File: config.mk
export PLATFORM = sky130hd
export DESIGN_NAME = sched_lectura
export DESIGN_NICKNAME = d
export VERILOG_FILES = /design/src/rtl/sched_lectura_pkg.sv /design/src/rtl/sched_lectura_tick_gen.sv /design/src/rtl/sched_lectura.sv
export SDC_FILE = /design/constraint.sdc
export NUM_CORES = 1
export LEC_CHECK = 0
export ABC_CLOCK_PERIOD_IN_PS = 1950
export BUFFER_PORTS_ARGS = -buffer_cell sky130_fd_sc_hd__buf_4
export CAP_MARGIN = 20
export CORE_ASPECT_RATIO = 1.1
export CORE_MARGIN = 2
export CORE_UTILIZATION = 56
export CTS_CLUSTER_DIAMETER = 100
export DETAILED_ROUTE_END_ITERATION = 7
export PLACE_DENSITY = 0.8
export SKIP_LAST_GASP = 1
export SLEW_MARGIN = 25
export SYNTH_ARGS = -nofsm -noshare
export SYNTH_HDL_FRONTEND = slang
export SYNTH_SLANG_ARGS = --single-unit
export TNS_END_PERCENT = 5
File: constraint.sdc
create_clock -name clk -period 1.95 [get_ports clk]
set_clock_uncertainty 0.2 [all_clocks]
set_input_delay 0.39 -clock clk [delete_from_list [all_inputs] [get_ports clk]]
set_output_delay 0.39 -clock clk [all_outputs]
set_load 0.005 [all_outputs]
File: src/rtl/sched_lectura_pkg.sv
`default_nettype none
// +--------------------------------------------------------------------------+
// | Module      : sched_lectura_pkg                                          |
// | Description : Shared definitions for the temperature sampling scheduler. |
// |               Holds the state encodings (also decoded by the fan/alarm   |
// |               FSM through `estado`), the default thresholds and a        |
// |               saturating-increment helper for the confirmation counters. |
// | Ports       : none (package)                                             |
// | Revision    : 1.0 - initial release                                      |
// +--------------------------------------------------------------------------+
package sched_lectura_pkg;

  typedef enum logic [1:0] {
    ST_IDLE      = 2'b00,
    ST_WAIT_TICK = 2'b01,
    ST_WAIT_DONE = 2'b10,
    ST_EVAL      = 2'b11
  } state_t;

  // Default configuration
  localparam int c_DEF_DATA_W  = 8;
  localparam int c_DEF_PERIOD  = 1000;
  localparam int c_DEF_TIMEOUT = 255;
  localparam int c_DEF_FAN_ON  = 30;
  localparam int c_DEF_FAN_OFF = 27;
  localparam int c_DEF_ALM_ON  = 45;
  localparam int c_DEF_ALM_OFF = 40;
  localparam int c_DEF_CONFIRM = 3;

  // Confirmation counters hold at most 15
  localparam int c_CNT_W = 4;

  function automatic logic [c_CNT_W-1:0] sat_inc(
    input logic [c_CNT_W-1:0] cnt,
    input logic [c_CNT_W-1:0] lim
  );
    return (cnt >= lim) ? lim : cnt + c_CNT_W'(1);
  endfunction

endpackage
`default_nettype wire

File: src/rtl/sched_lectura_tick_gen.sv
`default_nettype none
// +--------------------------------------------------------------------------+
// | Module      : tick_gen                                                   |
// | Description : PERIOD-cycle down-counter with synchronous clear. Emits a  |
// |               one-cycle tick every PERIOD cycles after clear is released.|
// | Ports       : clk  in  - system clock                                    |
// |               rst  in  - synchronous active-low reset                    |
// |               clr  in  - synchronous restart of the period               |
// |               tick out - one-cycle pulse at the end of each period       |
// | Revision    : 1.0 - initial release                                      |
// +--------------------------------------------------------------------------+
module tick_gen #(
  parameter int PERIOD = 1000
) (
  input  logic clk,
  input  logic rst,
  input  logic clr,
  output logic tick
);

  localparam int                 c_W      = $clog2(PERIOD);
  localparam logic [c_W-1:0]     c_RELOAD = c_W'(PERIOD - 1);

  logic [c_W-1:0] r_cnt;

  // While clr is held the counter sits at PERIOD-1, so the first tick
  // appears PERIOD cycles after the first cycle with clr low.
  always_ff @(posedge clk) begin
    if (!rst) begin
      r_cnt <= '0;
    end else if (clr || (r_cnt == '0)) begin
      r_cnt <= c_RELOAD;
    end else begin
      r_cnt <= r_cnt - c_W'(1);
    end
  end

  assign tick = (r_cnt == '0) && !clr;

endmodule
`default_nettype wire

File: src/rtl/sched_lectura.sv
`default_nettype none
// +--------------------------------------------------------------------------+
// | Module      : sched_lectura                                              |
// | Description : Sampling scheduler and decision controller. Requests a     |
// |               sensor reading every PERIOD cycles, captures the sample,   |
// |               runs fan and alarm threshold hysteresis with CONFIRM-deep  |
// |               consecutive-sample confirmation and flags a silent sensor  |
// |               as a sticky fault that forces both requests on.            |
// | Ports       : clk, rst(active-low sync), en, sens_done, sens_data,       |
// |               alarm_clr -> sens_start, lectura, temp_q, ac_ventilador,   |
// |               ac_alarma, fault, estado                                   |
// | Config      : ALARM_LATCH_EN - alarm stays set until alarm_clr while     |
// |               the alarm off-counter is confirmed                         |
// | Revision    : 1.0 - initial release                                      |
// +--------------------------------------------------------------------------+
module sched_lectura
  import sched_lectura_pkg::*;
#(
  parameter int DATA_W  = c_DEF_DATA_W,
  parameter int PERIOD  = c_DEF_PERIOD,
  parameter int TIMEOUT = c_DEF_TIMEOUT,
  parameter int FAN_ON  = c_DEF_FAN_ON,
  parameter int FAN_OFF = c_DEF_FAN_OFF,
  parameter int ALM_ON  = c_DEF_ALM_ON,
  parameter int ALM_OFF = c_DEF_ALM_OFF,
  parameter int CONFIRM = c_DEF_CONFIRM
) (
  input  logic              clk,
  input  logic              rst,
  input  logic              en,
  input  logic              sens_done,
  input  logic [DATA_W-1:0] sens_data,
  input  logic              alarm_clr,
  output logic              sens_start,
  output logic              lectura,
  output logic [DATA_W-1:0] temp_q,
  output logic              ac_ventilador,
  output logic              ac_alarma,
  output logic              fault,
  output logic [1:0]        estado
);

  localparam int                  c_TO_W    = $clog2(TIMEOUT + 1);
  localparam logic [c_TO_W-1:0]   c_TO_LAST = c_TO_W'(TIMEOUT - 1);
  localparam logic [c_CNT_W-1:0]  c_CONF    = c_CNT_W'(CONFIRM);
  localparam logic [DATA_W-1:0]   c_FAN_ON  = DATA_W'(FAN_ON);
  localparam logic [DATA_W-1:0]   c_FAN_OFF = DATA_W'(FAN_OFF);
  localparam logic [DATA_W-1:0]   c_ALM_ON  = DATA_W'(ALM_ON);
  localparam logic [DATA_W-1:0]   c_ALM_OFF = DATA_W'(ALM_OFF);

  state_t              r_state, w_state_nx;
  logic                w_tick, w_tick_clr, w_timeout;
  logic [c_TO_W-1:0]   r_wait;
  logic [DATA_W-1:0]   r_temp_q;
  logic                r_sens_start, r_fault, r_fan, r_alm;
  logic [c_CNT_W-1:0]  r_fan_on, r_fan_off, r_alm_on, r_alm_off;
  logic [c_CNT_W-1:0]  w_fan_on_nx, w_fan_off_nx, w_alm_on_nx, w_alm_off_nx;
  logic                w_fan_nx, w_alm_nx, w_alm_set, w_alm_clr, w_eval;

  // Timer restarts whenever the scheduler is idle or disabled, then free-runs
  assign w_tick_clr = (r_state == ST_IDLE) || !en;

  tick_gen #(.PERIOD(PERIOD)) u_tick_gen (
    .clk  (clk),
    .rst  (rst),
    .clr  (w_tick_clr),
    .tick (w_tick)
  );

  // ---------------------------------------------------------------- FSM --
  always_ff @(posedge clk) begin
    if (!rst) begin
      r_state <= ST_IDLE;
    end else begin
      r_state <= w_state_nx;
    end
  end

  always_comb begin
    w_state_nx = r_state;
    w_timeout  = 1'b0;
    if (!en) begin
      w_state_nx = ST_IDLE;
    end else begin
      case (r_state)
        ST_IDLE:      w_state_nx = ST_WAIT_TICK;
        ST_WAIT_TICK: if (w_tick) w_state_nx = ST_WAIT_DONE;
        ST_WAIT_DONE: begin
          // A sample in the last allowed cycle still wins over the timeout
          if (sens_done) begin
            w_state_nx = ST_EVAL;
          end else if (r_wait == c_TO_LAST) begin
            w_timeout  = 1'b1;
            w_state_nx = ST_WAIT_TICK;
          end
        end
        ST_EVAL:      w_state_nx = ST_WAIT_TICK;
        default:      w_state_nx = ST_IDLE;
      endcase
    end
    lectura = (r_state == ST_EVAL) && en;
  end

  assign w_eval = (r_state == ST_EVAL);

  // --------------------------------------------------------- hysteresis --
  always_comb begin
    w_fan_on_nx  = r_fan_on;
    w_fan_off_nx = r_fan_off;
    w_alm_on_nx  = r_alm_on;
    w_alm_off_nx = r_alm_off;
    w_fan_nx     = r_fan;
    w_alm_nx     = r_alm;

    if (w_eval) begin
      // Fan channel
      if (r_temp_q >= c_FAN_ON) begin
        w_fan_on_nx  = sat_inc(r_fan_on, c_CONF);
        w_fan_off_nx = '0;
      end else if (r_temp_q < c_FAN_OFF) begin
        w_fan_off_nx = sat_inc(r_fan_off, c_CONF);
        w_fan_on_nx  = '0;
      end else begin
        w_fan_on_nx  = '0;
        w_fan_off_nx = '0;
      end
      if (w_fan_on_nx == c_CONF) begin
        w_fan_nx = 1'b1;
      end else if (w_fan_off_nx == c_CONF) begin
        w_fan_nx = 1'b0;
      end

      // Alarm channel
      if (r_temp_q >= c_ALM_ON) begin
        w_alm_on_nx  = sat_inc(r_alm_on, c_CONF);
        w_alm_off_nx = '0;
      end else if (r_temp_q < c_ALM_OFF) begin
        w_alm_off_nx = sat_inc(r_alm_off, c_CONF);
        w_alm_on_nx  = '0;
      end else begin
        w_alm_on_nx  = '0;
        w_alm_off_nx = '0;
      end
    end

    w_alm_set = w_eval && (w_alm_on_nx == c_CONF);
`ifdef ALARM_LATCH_EN
    // Latched: the acknowledge may come in any cycle, but only once the
    // temperature has been confirmed cool.
    w_alm_clr = alarm_clr && (w_alm_off_nx == c_CONF);
`else
    w_alm_clr = w_eval && (w_alm_off_nx == c_CONF);
`endif
    if (w_alm_set) begin
      w_alm_nx = 1'b1;
    end else if (w_alm_clr) begin
      w_alm_nx = 1'b0;
    end
  end

`ifndef ALARM_LATCH_EN
  logic w_unused_alarm_clr;
  assign w_unused_alarm_clr = alarm_clr;
`endif

  // ----------------------------------------------------------- datapath --
  always_ff @(posedge clk) begin
    if (!rst) begin
      r_sens_start <= 1'b0;
      r_wait       <= '0;
      r_temp_q     <= '0;
      r_fault      <= 1'b0;
      r_fan        <= 1'b0;
      r_alm        <= 1'b0;
      r_fan_on     <= '0;
      r_fan_off    <= '0;
      r_alm_on     <= '0;
      r_alm_off    <= '0;
    end else if (!en) begin
      // Disable clears the decision state; the last sample is kept
      r_sens_start <= 1'b0;
      r_wait       <= '0;
      r_fault      <= 1'b0;
      r_fan        <= 1'b0;
      r_alm        <= 1'b0;
      r_fan_on     <= '0;
      r_fan_off    <= '0;
      r_alm_on     <= '0;
      r_alm_off    <= '0;
    end else begin
      r_sens_start <= (r_state == ST_WAIT_TICK) && w_tick;
      r_wait       <= (r_state == ST_WAIT_DONE) ? r_wait + c_TO_W'(1) : '0;
      if ((r_state == ST_WAIT_DONE) && sens_done) begin
        r_temp_q <= sens_data;
      end
      if (w_timeout) begin
        r_fault <= 1'b1;
      end
      r_fan     <= w_fan_nx;
      r_alm     <= w_alm_nx;
      r_fan_on  <= w_fan_on_nx;
      r_fan_off <= w_fan_off_nx;
      r_alm_on  <= w_alm_on_nx;
      r_alm_off <= w_alm_off_nx;
    end
  end

  assign sens_start    = r_sens_start;
  assign temp_q        = r_temp_q;
  assign fault         = r_fault;
  assign ac_ventilador = r_fan | r_fault;
  assign ac_alarma     = r_alm | r_fault;
  assign estado        = r_state;

endmodule
`default_nettype wire

Yosys cells after proc, flatten, opt, wreduce, memory -nomap -nowiden. Cells that the tools add are included. W data, S select, Z words.

Divide/modulo/power cells: 0. Multiplexer cells: 27. Eq/ne operators: 10. Bitwise operators: 3. Magnitude comparators: 8. $add $sub $neg: 6. Shift operators: 0. Multiply operators: 0. Reduce and logical (&&, ||, !) cells: 21.

Operators by type and width (number): $mux W4 (14); $add A4 B1 Y4 const B (4); $eq A4 B2 Y1 const B (4); $ge A4 B2 Y1 const B (4); $logic_not A10 Y1 (1); $mux W10 (1); $sub A10 B1 Y10 const B (1); $add A8 B1 Y8 const B (1); $eq A8 B8 Y1 const B (1); $ge A8 B5 Y1 const B (1); $ge A8 B6 Y1 const B (1); $lt A8 B5 Y1 const B (1); $lt A8 B6 Y1 const B (1); $mux W1 (8); $reduce_and A2 Y1 (4); $logic_and A1 B1 Y1 (6); $mux W2 (3); $pmux W2 S3 (1); $eq A2 B2 Y1 const B (2); $reduce_bool A2 Y1 (2); $reduce_or A2 Y1 (2); $ne A3 B3 Y1 const B (1); $reduce_and A3 Y1 (1); $eq A2 B1 Y1 const B (1); other kinds (6) (9).

RAM bits: 0. Bits in latches: 0. Memories: 0. Output and inout bits: 15. Logic and storage cells: 88. Memory bits (read-only): 0. Register bits after elaboration: 48.

Logic depth before layout (Yosys ltp). Gate-level depths: netlist (run 1).

Word-level depth: 9. Gate-level depth with buffers: 6. Depth with buffers taken out: 6.

Cells and area by module. Synthesis (run 1) repeated with hierarchy kept, for this count alone.

Cells, all modules: 235. Area total of the unflattened synthesis: 2110.8 sq um.

Modules (own cells, without submodules): sched_lectura (cells an instance 181, area an instance 1622.8 sq um, times used 1); tick_gen (cells an instance 54, area an instance 488.0 sq um, times used 1).

Least setup slack after synthesis (run 1). OpenSTA, ideal clock, no wires.

Path type: reg-to-reg. Start: register u_tick_gen.r_cnt[0]. End: register u_tick_gen.r_cnt[3]. Data required time: 1680 ps. Arrival: 1404 ps. Setup slack: 276 ps. Stages on the path, launching flop included: 7. Period minus slack after synthesis: 1674 ps. Path buffers: 0. Setup time: 70 ps. Cells stage by stage: dfxtp_1 -> inv_1 -> ha_1 -> nor4b_1 -> a31oi_1 -> nand2_1 -> a21oi_1.

Longest elaborated chain between the ends: 3. Elaborated cells on any way between the ends: 4.

RTL lines: start: declaration (line sched_lectura_tick_gen.sv:24) `logic [c_W-1:0] r_cnt;`; start signal: assignment (line sched_lectura_tick_gen.sv:32) `r_cnt <= c_RELOAD;`; start signal: assignment (line sched_lectura_tick_gen.sv:34) `r_cnt <= r_cnt - c_W'(1);`; branches (longest 3 deep; another with $sub A10 B1 Y10).

Several ways; the timed one is not identified. A chain may end at the register's enable or synchronous reset.

Worst setup path in the final report (run 1).
Start: register r_fan_off[0]. End: register r_fan.

Longest elaborated chain between the ends: 8. Elaborated cells on any way between the ends: 9.

RTL lines: start: declaration (line sched_lectura.sv:56) `logic [c_CNT_W-1:0] r_fan_on, r_fan_off, r_alm_on, r_alm_off;`; start signal: assignment (line sched_lectura.sv:202) `r_fan_off <= w_fan_off_nx;`; $add A4 B1 Y4 or $ge A4 B2 Y1 (tied branches) (line sched_lectura_pkg.sv:37) `return (cnt >= lim) ? lim : cnt + c_CNT_W'(1);`; $mux W4 (*) (line sched_lectura_pkg.sv:37); $mux W4 (*) (line sched_lectura.sv:120) `end else if (r_temp_q < c_FAN_OFF) begin`; $mux W4 (*) (line sched_lectura.sv:117) `if (r_temp_q >= c_FAN_ON) begin`; $mux W4 (*) (line sched_lectura.sv:115) `if (w_eval) begin`; $eq A4 B2 Y1 (*) (line sched_lectura.sv:129) `end else if (w_fan_off_nx == c_CONF) begin`; $reduce_bool A2 Y1 (no line) (*); $reduce_and A2 Y1 (no line) (*); end signal: assignment (line sched_lectura.sv:199) `r_fan <= w_fan_nx;`; end: declaration (line sched_lectura.sv:55) `logic r_sens_start, r_fault, r_fan, r_alm;`.

Mark *: on every way between the ends. The rest lies on a longest branch, timed or not. The select of a mux whose other input is x is not followed.

==> results of run 1 <==
through the flow:
stage / util (%) / area [um^2]
floorplan: - / 2050
global placement: 64.9 / 2320
detailed placement: 64.9 / 2320
CTS: 67.7 / 2420
global route: 68.2 / 2430
finish: 68.2 / 2430
per-layer routing:
layer	routed length [um]	share of wire, %
met1	1820	47
met2	1840	48
met3	107	2.8
met4	63	1.6
met5	0	0
repair_timing:
item	in CTS	in global routing
endpoints found under the setup margin	8	8
endpoints found under the hold margin	0	0
resized for setup	1	2
hold buffers	0	0
path summary, 6_finish.rpt:
path,start,end,depth (start not counted)
max,r_fan_off[0]$_SDFFE_PN0N_,r_fan$_SDFFE_PN0P_,5
min,sens_done,fault$_SDFFE_PN0P_,2
max reg2reg,r_fan_off[0]$_SDFFE_PN0N_,r_fan$_SDFFE_PN0P_,5
min reg2reg,r_alm_on[1]$_SDFF_PN0_,r_alm_on[1]$_SDFF_PN0_,2
placed cells by master, fill, tap and decap left out, types with 2 or more instances in the layout:
cell type   n
o21a_1      2
xnor2_1     6
o21ai_0     5
o41ai_1     2
buf_4      30
nand3_1     6
a21boi_2    2
nor3_1      4
xor2_1      7
clkbuf_8    6
o31ai_1     3
nor4_1      2
a211oi_1    2
a211o_1     2
nand2_1    32
or2_2       2
ha_1        8
a21oi_1     9
a21boi_0   14
inv_1       6
or4_4       2
dfxtp_1    48
nand4_1     4
nor3_2      2
nor2_1     19
and3_1     12
cell type report:
cell class                 count  area share, %
sequential                    48           39.5
inverter                       6          0.926
clock inverter                 1          0.309
clock buffer                   7           3.55
multi-input combinational    163           43.9
timing repair buffer          30           9.26
tap                           50           2.57
registers in the layout, summed over array words and instances (netlist names):
name / count
r_wait: 8
r_fan: 1
sens_start: 1
r_alm: 1
r_alm_off: 4
r_fan_on: 4
fault: 1
estado: 2
u_tick_gen.r_cnt: 10
r_alm_on: 4
r_fan_off: 4
temp_q: 8
worst max-delay path, delay by kind of cell, from the launching register on:
kind | cells | cell delay [ns]
AO/OA/AOI/OAI | 2 | 0.25
adder cells (fa/ha/maj) | 1 | 0.29
flip-flops | 1 | 0.33
AND/OR/NAND/NOR | 2 | 0.60
cells by family (layout without fill, tap and decap cells):
| logic type | after synthesis | after routing | synth area share (%) |
|---|---|---|---|
| XOR/XNOR | 13 | 13 | 5.55 |
| buffers and inverters | 12 | 44 | 2.25 |
| AO/OA/AOI/OAI | 47 | 47 | 16.2 |
| AND/OR/NAND/NOR | 95 | 95 | 24.3 |
| adder cells (fa/ha/maj) | 8 | 8 | 4.88 |
| flip-flops | 48 | 48 | 46.8 |
power breakdown:
group / total [W] / switching, W / internal (W)
sequential: 0.00101 / 0.0000164 / 0.000992
clock: 0.000607 / 0.000318 / 0.000288
combinational: 0.0000878 / 0.0000420 / 0.0000459
==> summary.md, run 1 <==
| Metric | Value |
|---|---|
| Status | completed |
| Num rows | 23 |
| Most common cell in the netlist | dfxtp_1 |
| Worst VDD drop | 0.000508 V |
| Pin count of the biggest net entering global routing | 24 |
| Setup-failing EPs final | 0 |
| Synth Flop Type | dfxtp_1 |
| Die Height | 67.5 um |
| Area contributors post-synth | dfxtp_1, nand2_1, a21boi_0 |
| Share of cells above drive strength 1 | 18.8% |
| Post-synth EDFFs | 0 |
| Hold crit path type | in2reg |
| Register area share after synthesis | 46.8% |
| Area Growth Syn to Fin | 18.5% |
| Met3 GRT Util | 5.36% |
| CORE AREA | 3570 um^2 |
| Initial antenna violation count | 0 |
| Initial core utilization | 57.5% |
| Worst-Skew Late Latency | 0.30 ns |
| Synthesized flop and latch total | 48 |
| Synthesized area | 2050 um^2 |
| Final net count | 275 |
| H-tree depth reported by CTS | 2 |
| Gr ovfl total | 0 |
| Critical Path End Type | register |
| Least-Margin Pin Slew | 0.584 ns |
| Fmax | 564 MHz |
| Num ports | 28 |
| Clk slew on worst S/H paths | 0.08 ns |
| Area of the multi-input gates | 1070 um^2 |
| Clock Tree Root | clkbuf_8 |
| Reg2reg setup slack | 0.18 ns |
| Total track usage | 21.1% |
| Fin crit share | 90.9% |
| Count of final hold-check violations | 0 |
| Port Buffers | 26 |
| Worst setup margin | 0.177 ns |
| WS Path Type | reg2reg |
| Vias per inst | 5.43 |
| Worst slack at placement | -0.0731 ns |
| Min Tclk post-route | 1.77 ns |
| Top Usage Layer GRT | met2 |
| Setup TNS | 0 ns |
| Drt initial violations | 59 |
| Yosys warnings | 0 |
| Max clock buf depth | 2 |
| Num CTS Buffers | 5 |
| Die W | 61.7 um |
| Pwr/cell area | 700 nW/um^2 |
| Post-route DRC | 0 |
| Worst EP required | 1.95 ns |
| Ant. Diodes | 0 |
| Crit path launch type | register |
| Via count | 1,657 |
| Met1 usage | 27.8% |
| Number of setup buffers added after CTS | 0 |
| Drt pass-1 iters | 5 |
| Maxcap violations | 0 |
| Met2 Usage GRT | 32.2% |
| Crit path cell chain | ha_1 -> or4_1 -> nand4_1 -> o311ai_0 -> o41ai_1 |
| Area of the die | 4170 um^2 |
| Final Routed Wirelength | 3820 um |
| Synth top cells by count | dfxtp_1, nand2_1, nor2_1, a21boi_0, and3_1 |
| Register area | 961 um^2 |
| Avg Cell Area, Syn | 9.21 um^2 |
| Unrepaired setup endpoints after global routing | false |
| Final cell count without fillers | 305 |
| Largest area contributor in the netlist | dfxtp_1 |
| CP Data Arrival Time | 1.77 ns |
| CTS tree | yes |
| First-pass GRT wire length | 6530 um |
| Yosys cell types | 41 |
| CP max FO | 3 |
| Static Leakage | 0.962 nW |
| Top cell type's share of synthesized area | 46.8% |
| Slew headroom | 60.7% |
| Vias in the first global route | 1,496 |
| Wire length per cell | 12.5 um |
| Post-Syn Instances | 223 |
| GPL Wtd Cong | 0.802 |
| Clock sinks | 48 |
| Final HPWL DP | 2770 um |
| Final hold slack | 0.108 ns |
| Critical path's largest stage delay | 0.48 ns |
| Tot Pwr | 0.00170 W |
| Max-slew violation count | 0 |
| Post-route antenna net violation count | 0 |
| Syn nets | 244 |
| Fill count | 328 |
| Asr flop ratio synth | 0% |
| Placed Cells | 297 |
| Crit-path slowest cell | or4_1 |
Note: power is estimated with default switching activity, not from simulation.
==> run 2, diff against run 1 <==
- CORE_UTILIZATION: 56 -> 35
- HOLD_SLACK_MARGIN: not set -> 0.06
- PLACE_DENSITY: 0.8 -> 0.55
==> summary.md, run 2 (synthesis gave the netlist of run 1 again) <==
| Metric | Value |
|---|---|
| Status | completed |
| Int Pwr | 0.00142 W |
| Min Tclk post-route | 1.73 ns |
| Sequential share of power | 56.2% |
| Clock sinks | 48 |
| First-pass GRT wire length | 7250 um |
| Post-route antenna net violation count | 0 |
| Top reg by flops | u_tick_gen.r_cnt |
| Post-route DRC | 0 |
| Unrepaired setup endpoints after global routing | true |
| Critical Path End Type | register |
| Setup TNS | 0 ns |
| Die W | 77.0 um |
| H-tree depth reported by CTS | 2 |
| Crit path cell chain | inv_1 -> ha_1 -> nor4b_1 -> a31oi_1 -> buf_4 -> a21boi_0 |
| NetSw | 0.000375 W |
| Most frequent cells in the layout | dfxtp_1, nand2_1, buf_4 |
| Worst setup margin | 0.217 ns |
| Final hold slack | 0.114 ns |
| Commonest non-fill, non-tap cell in the layout | dfxtp_1 |
| Hold crit path type | in2reg |
| Drt initial violations | 48 |
| Initial antenna violation count | 0 |
| Slew headroom | 68.7% |
| Final cell count without fillers | 333 |
| Crit path max-delay family | simple AND/OR/NAND/NOR gates |
| Via count | 1,641 |
| GPL Wtd Cong | 0.762 |
| Clock Tree Root | clkbuf_8 |
| Met3 WL post-DR | 133 um |
| Worst EP required | 1.97 ns |
| Placed Cells | 325 |
| Least-Margin Pin Slew | 0.462 ns |
| Total track usage | 13.9% |
| Worst Path Buf+Inv | 2 |
| Initial core utilization | 35.8% |
| Sw Share | 20.9% |
| Critical path's largest stage delay | 0.40 ns |
| Max clock buf depth | 2 |
| Fmax | 577 MHz |
| Pwr/cell area | 727 nW/um^2 |
| CP max FO | 9 |
| Static Leakage | 0.976 nW |
| Num ports | 28 |
| Die Height | 84.3 um |
| Vias per inst | 4.93 |
| Ant. Diodes | 0 |
| CP Data Arrival Time | 1.75 ns |
| Worst VDD drop | 0.000286 V |
| Largest register FFs | 10 |
| Share of cells above drive strength 1 | 18.4% |
| Gr ovfl total | 0 |
| Number of setup buffers added after CTS | 0 |
| CORE AREA | 5730 um^2 |
| Setup-failing EPs final | 0 |
| Met2 WL post-DR | 1850 um |
| Clk slew on worst S/H paths | 0.08 ns |
| Top sig layer | met4 |
| Clock power share | 39.0% |
| Fin crit share | 88.9% |
| Vias in the first global route | 1,611 |
| Num CTS Buffers | 5 |
| Drt pass-1 iters | 4 |
| Worst-Skew Late Latency | 0.29 ns |
| Num rows | 29 |
| CTS tree | yes |
| Area of the die | 6500 um^2 |
| Maxcap violations | 0 |
| WS Path Type | reg2reg |
| Count of final hold-check violations | 0 |
| Final Routed Wirelength | 4120 um |
| Pin count of the biggest net entering global routing | 24 |
| Wire length per cell | 12.4 um |
| Area Growth Syn to Fin | 20.1% |
| Final net count | 276 |
| Max-slew violation count | 0 |
| Crit path launch type | register |
| Crit-path slowest cell | nor4b_1 |
| Metal-1 WL | 2060 um |
| Port Buffers | 26 |
| Final HPWL DP | 2950 um |
| Combinational Power Share | 4.8% |
| Worst slack at placement | 0.223 ns |
| Fill count | 617 |
[run 2: final timing paths]
kind,slack (ns),start,cells after the start,end
worst max-delay path,0.22,u_tick_gen.r_cnt[0]$_SDFF_PN0_,6,u_tick_gen.r_cnt[0]$_SDFF_PN0_
worst min register to register,0.26,r_alm_on[1]$_SDFF_PN0_,2,r_alm_on[1]$_SDFF_PN0_
worst max register to register,0.22,u_tick_gen.r_cnt[0]$_SDFF_PN0_,6,u_tick_gen.r_cnt[0]$_SDFF_PN0_
worst min-delay path,0.11,sens_done,2,fault$_SDFFE_PN0P_
[run 2: layout make-up]
class / instances / area (um^2) / area share (%)
Multi-Input combinational cell: 163 / 1050 / 42.4
Sequential cell: 48 / 961 / 39.0
Timing Repair Buffer: 31 / 233 / 9.44
Tap cell: 77 / 96.3 / 3.91
Clock buffer: 6 / 72.6 / 2.94
Clock inverter: 2 / 35.0 / 1.42
Inverter: 6 / 22.5 / 0.913
[run 2: per-layer routing]
metal  vias up  global-route usage [%]
li1        855                       -
met1       753                    17.8
met2        26                    22.0
met3         7                    3.98
met4         0                    5.84
met5         -                       0
[run 2: what timing repair did]
action | in CTS | in global routing
setup endpoints to repair | 0 | 2
hold buffers | 0 | 0
gates resized for setup | 0 | 1
[run 2: power groups by stage]
| stage | sequential (W) | combinational, W | clock (W) |
|---|---|---|---|
| after floorplan | 0.00103 | 0.0000497 | 0 |
| after global routing | 0.00101 | 0.0000963 | 0.000776 |
| after global placement | 0.00103 | 0.0000853 | 0 |
| after detailed placement | 0.00103 | 0.0000863 | 0 |
| after CTS | 0.00101 | 0.0000864 | 0.000735 |
| final | 0.00101 | 0.0000854 | 0.000700 |
[run 2: through the flow]
stage	power, W	util, %	area (um^2)
after floorplan	0.00108	-	2050
after global placement	0.00112	41.1	2360
after detailed placement	0.00112	41.1	2360
after CTS	0.00183	43.0	2470
after global routing	0.00188	43.0	2470
final	0.00179	43.0	2470
==> run 3, diff against run 2 <==
- CORE_ASPECT_RATIO: 1.1 -> 1.4
- CTS_CLUSTER_SIZE: not set -> 10
==> summary.md, run 3 (synthesis gave the netlist of run 1 again) <==
| Metric | Value |
|---|---|
| Status | completed |
| Initial antenna violation count | 0 |
| Die Height | 94.6 um |
| Worst VDD drop | 0.000252 V |
| Unrepaired setup endpoints after global routing | false |
| Num rows | 33 |
| Ant. Diodes | 0 |
| Crit path launch type | register |
| Share of cells above drive strength 1 | 18.4% |
| Worst setup margin | 0.190 ns |
| Count of final hold-check violations | 0 |
| Total track usage | 13.7% |
| Die W | 68.7 um |
| Post-route DRC | 0 |
| CP Data Arrival Time | 1.74 ns |
| Min Tclk post-route | 1.76 ns |
| Final HPWL DP | 3150 um |
| WS Path Type | reg2reg |
| Clk slew on worst S/H paths | 0.08 ns |
| CTS tree | yes |
| Hold crit path type | in2reg |
| HP Start | sens_done |
| Num CTS Buffers | 5 |
| Worst Hold End | fault$_SDFFE_PN0P_ |
| Drt pass-1 iters | 4 |
| GPL Wtd Cong | 0.741 |
| H-tree depth reported by CTS | 2 |
| CORE AREA | 5780 um^2 |
| Register area | 961 um^2 |
| Setup TNS | 0 ns |
| Worst EP required | 1.93 ns |
| R2r startpoint | u_tick_gen.r_cnt[0]$_SDFF_PN0_ |
| Number of setup buffers added after CTS | 0 |
| Pin count of the biggest net entering global routing | 24 |
| Fill count | 612 |
| Post-route antenna net violation count | 0 |
| Max clock buf depth | 2 |
| Area of the die | 6500 um^2 |
| Wire length per cell | 13.1 um |
| Num ports | 28 |
| Initial core utilization | 35.5% |
| First-pass GRT wire length | 6670 um |
| Final Routed Wirelength | 4250 um |
| Slew headroom | 68.0% |
| CP max FO | 9 |
| Drt initial violations | 65 |
| Area Growth Syn to Fin | 19.1% |
| Clock Tree Root | clkbuf_8 |
| Vias in the first global route | 1,458 |
| Most frequent cells in the layout | dfxtp_1, nand2_1, buf_4 |
| Fmax | 568 MHz |
| Post-CTS resize count | 0 |
| Max-slew violation count | 0 |
| Final net count | 276 |
| Area of the multi-input gates | 1050 um^2 |
| Worst-Skew Late Latency | 0.29 ns |
| Final Core Density | 42.3% |
| Gr ovfl total | 0 |
| Min-Delay Path Depth | 2 |
| Static Leakage | 0.971 nW |
| Maxcap violations | 0 |
| Fin crit share | 90.3% |
| Pwr/cell area | 703 nW/um^2 |
| Clock sinks | 48 |
| Via count | 1,637 |
| RR Endpoint | u_tick_gen.r_cnt[3]$_SDFF_PP0_ |
| Worst slack at placement | 0.188 ns |
| Critical Path End Type | register |
| Final cell count without fillers | 325 |
| Port Buffers | 26 |
| Setup-failing EPs final | 0 |
| Reg2reg setup slack | 0.19 ns |
| Commonest non-fill, non-tap cell in the layout | dfxtp_1 |
| Largest register FFs | 10 |
| Top reg by flops | u_tick_gen.r_cnt |
| Placed Cells | 318 |
| Hold buffer count at cts | 0 |
| Vias per inst | 5.04 |
| Worst r2r path cells | 7 |
| Least-Margin Pin Slew | 0.473 ns |
## run 3: cell count changes in the layout (fill, tap and decap cells not counted)
cell | before | now
bufinv_16 | 1 | 0
o311ai_0 | 0 | 1
clkbuf_8 | 5 | 7
clkbuf_1 | 1 | 0
clkinv_2 | 1 | 0
o311ai_1 | 1 | 0
## run 3: worst max path at each step
stage,start,endpoint,slack [ns],cells after the start
4_1_cts,u_tick_gen.r_cnt[0]$_SDFF_PN0_,u_tick_gen.r_cnt[3]$_SDFF_PP0_,0.16,7
6_report,u_tick_gen.r_cnt[0]$_SDFF_PN0_,u_tick_gen.r_cnt[3]$_SDFF_PP0_,0.19,7
3_5_place_dp,u_tick_gen.r_cnt[0]$_SDFF_PN0_,u_tick_gen.r_cnt[3]$_SDFF_PP0_,0.19,7
3_3_place_gp,u_tick_gen.r_cnt[0]$_SDFF_PN0_,u_tick_gen.r_cnt[3]$_SDFF_PP0_,0.22,7
5_1_grt,u_tick_gen.r_cnt[0]$_SDFF_PN0_,u_tick_gen.r_cnt[3]$_SDFF_PP0_,0.06,7
2_1_floorplan,u_tick_gen.r_cnt[0]$_SDFF_PN0_,u_tick_gen.r_cnt[3]$_SDFF_PP0_,0.28,6
## run 3: layer usage
layer	GRT usage, %	vias up	wire length (um)
met5	0	-	0
met2	23.8	16	2170
met3	3.58	5	111
li1	-	853	-
met1	15.7	763	1900
met4	4.90	0	63
## run 3: per-stage QoR
step	area [um^2]	hold slack [ns]	power [W]
after floorplan	2050	0.236	0.00108
after global placement	2350	0.244	0.00112
after detailed placement	2350	0.256	0.00112
after CTS	2450	0.109	0.00175
after global routing	2450	0.101	0.00181
final	2450	0.111	0.00172
## run 3: critical path, stage by stage, from the launching register on
cell     delay, ns
dfxtp_1       0.34
inv_1         0.09
ha_1          0.15
nor4b_1       0.41
a31oi_1       0.14
buf_4         0.19
nand2_1       0.09
a21oi_1       0.04
## run 3: cell type report
class	count	area share, %
Clock buffer	7	3.94
Inverter	6	0.921
Multi-Input combinational cell	163	42.8
Sequential cell	48	39.3
Tap cell	70	3.58
Timing Repair Buffer	31	9.51
## run 3: where the power goes
| group | internal [W] | total (W) | switching (W) |
|---|---|---|---|
| Clock | 0.000316 | 0.000626 | 0.000310 |
| Combinational | 0.0000454 | 0.0000866 | 0.0000412 |
| Sequential | 0.000992 | 0.00101 | 0.0000156 |
| Total | 0.00135 | 0.00172 | 0.000367 |
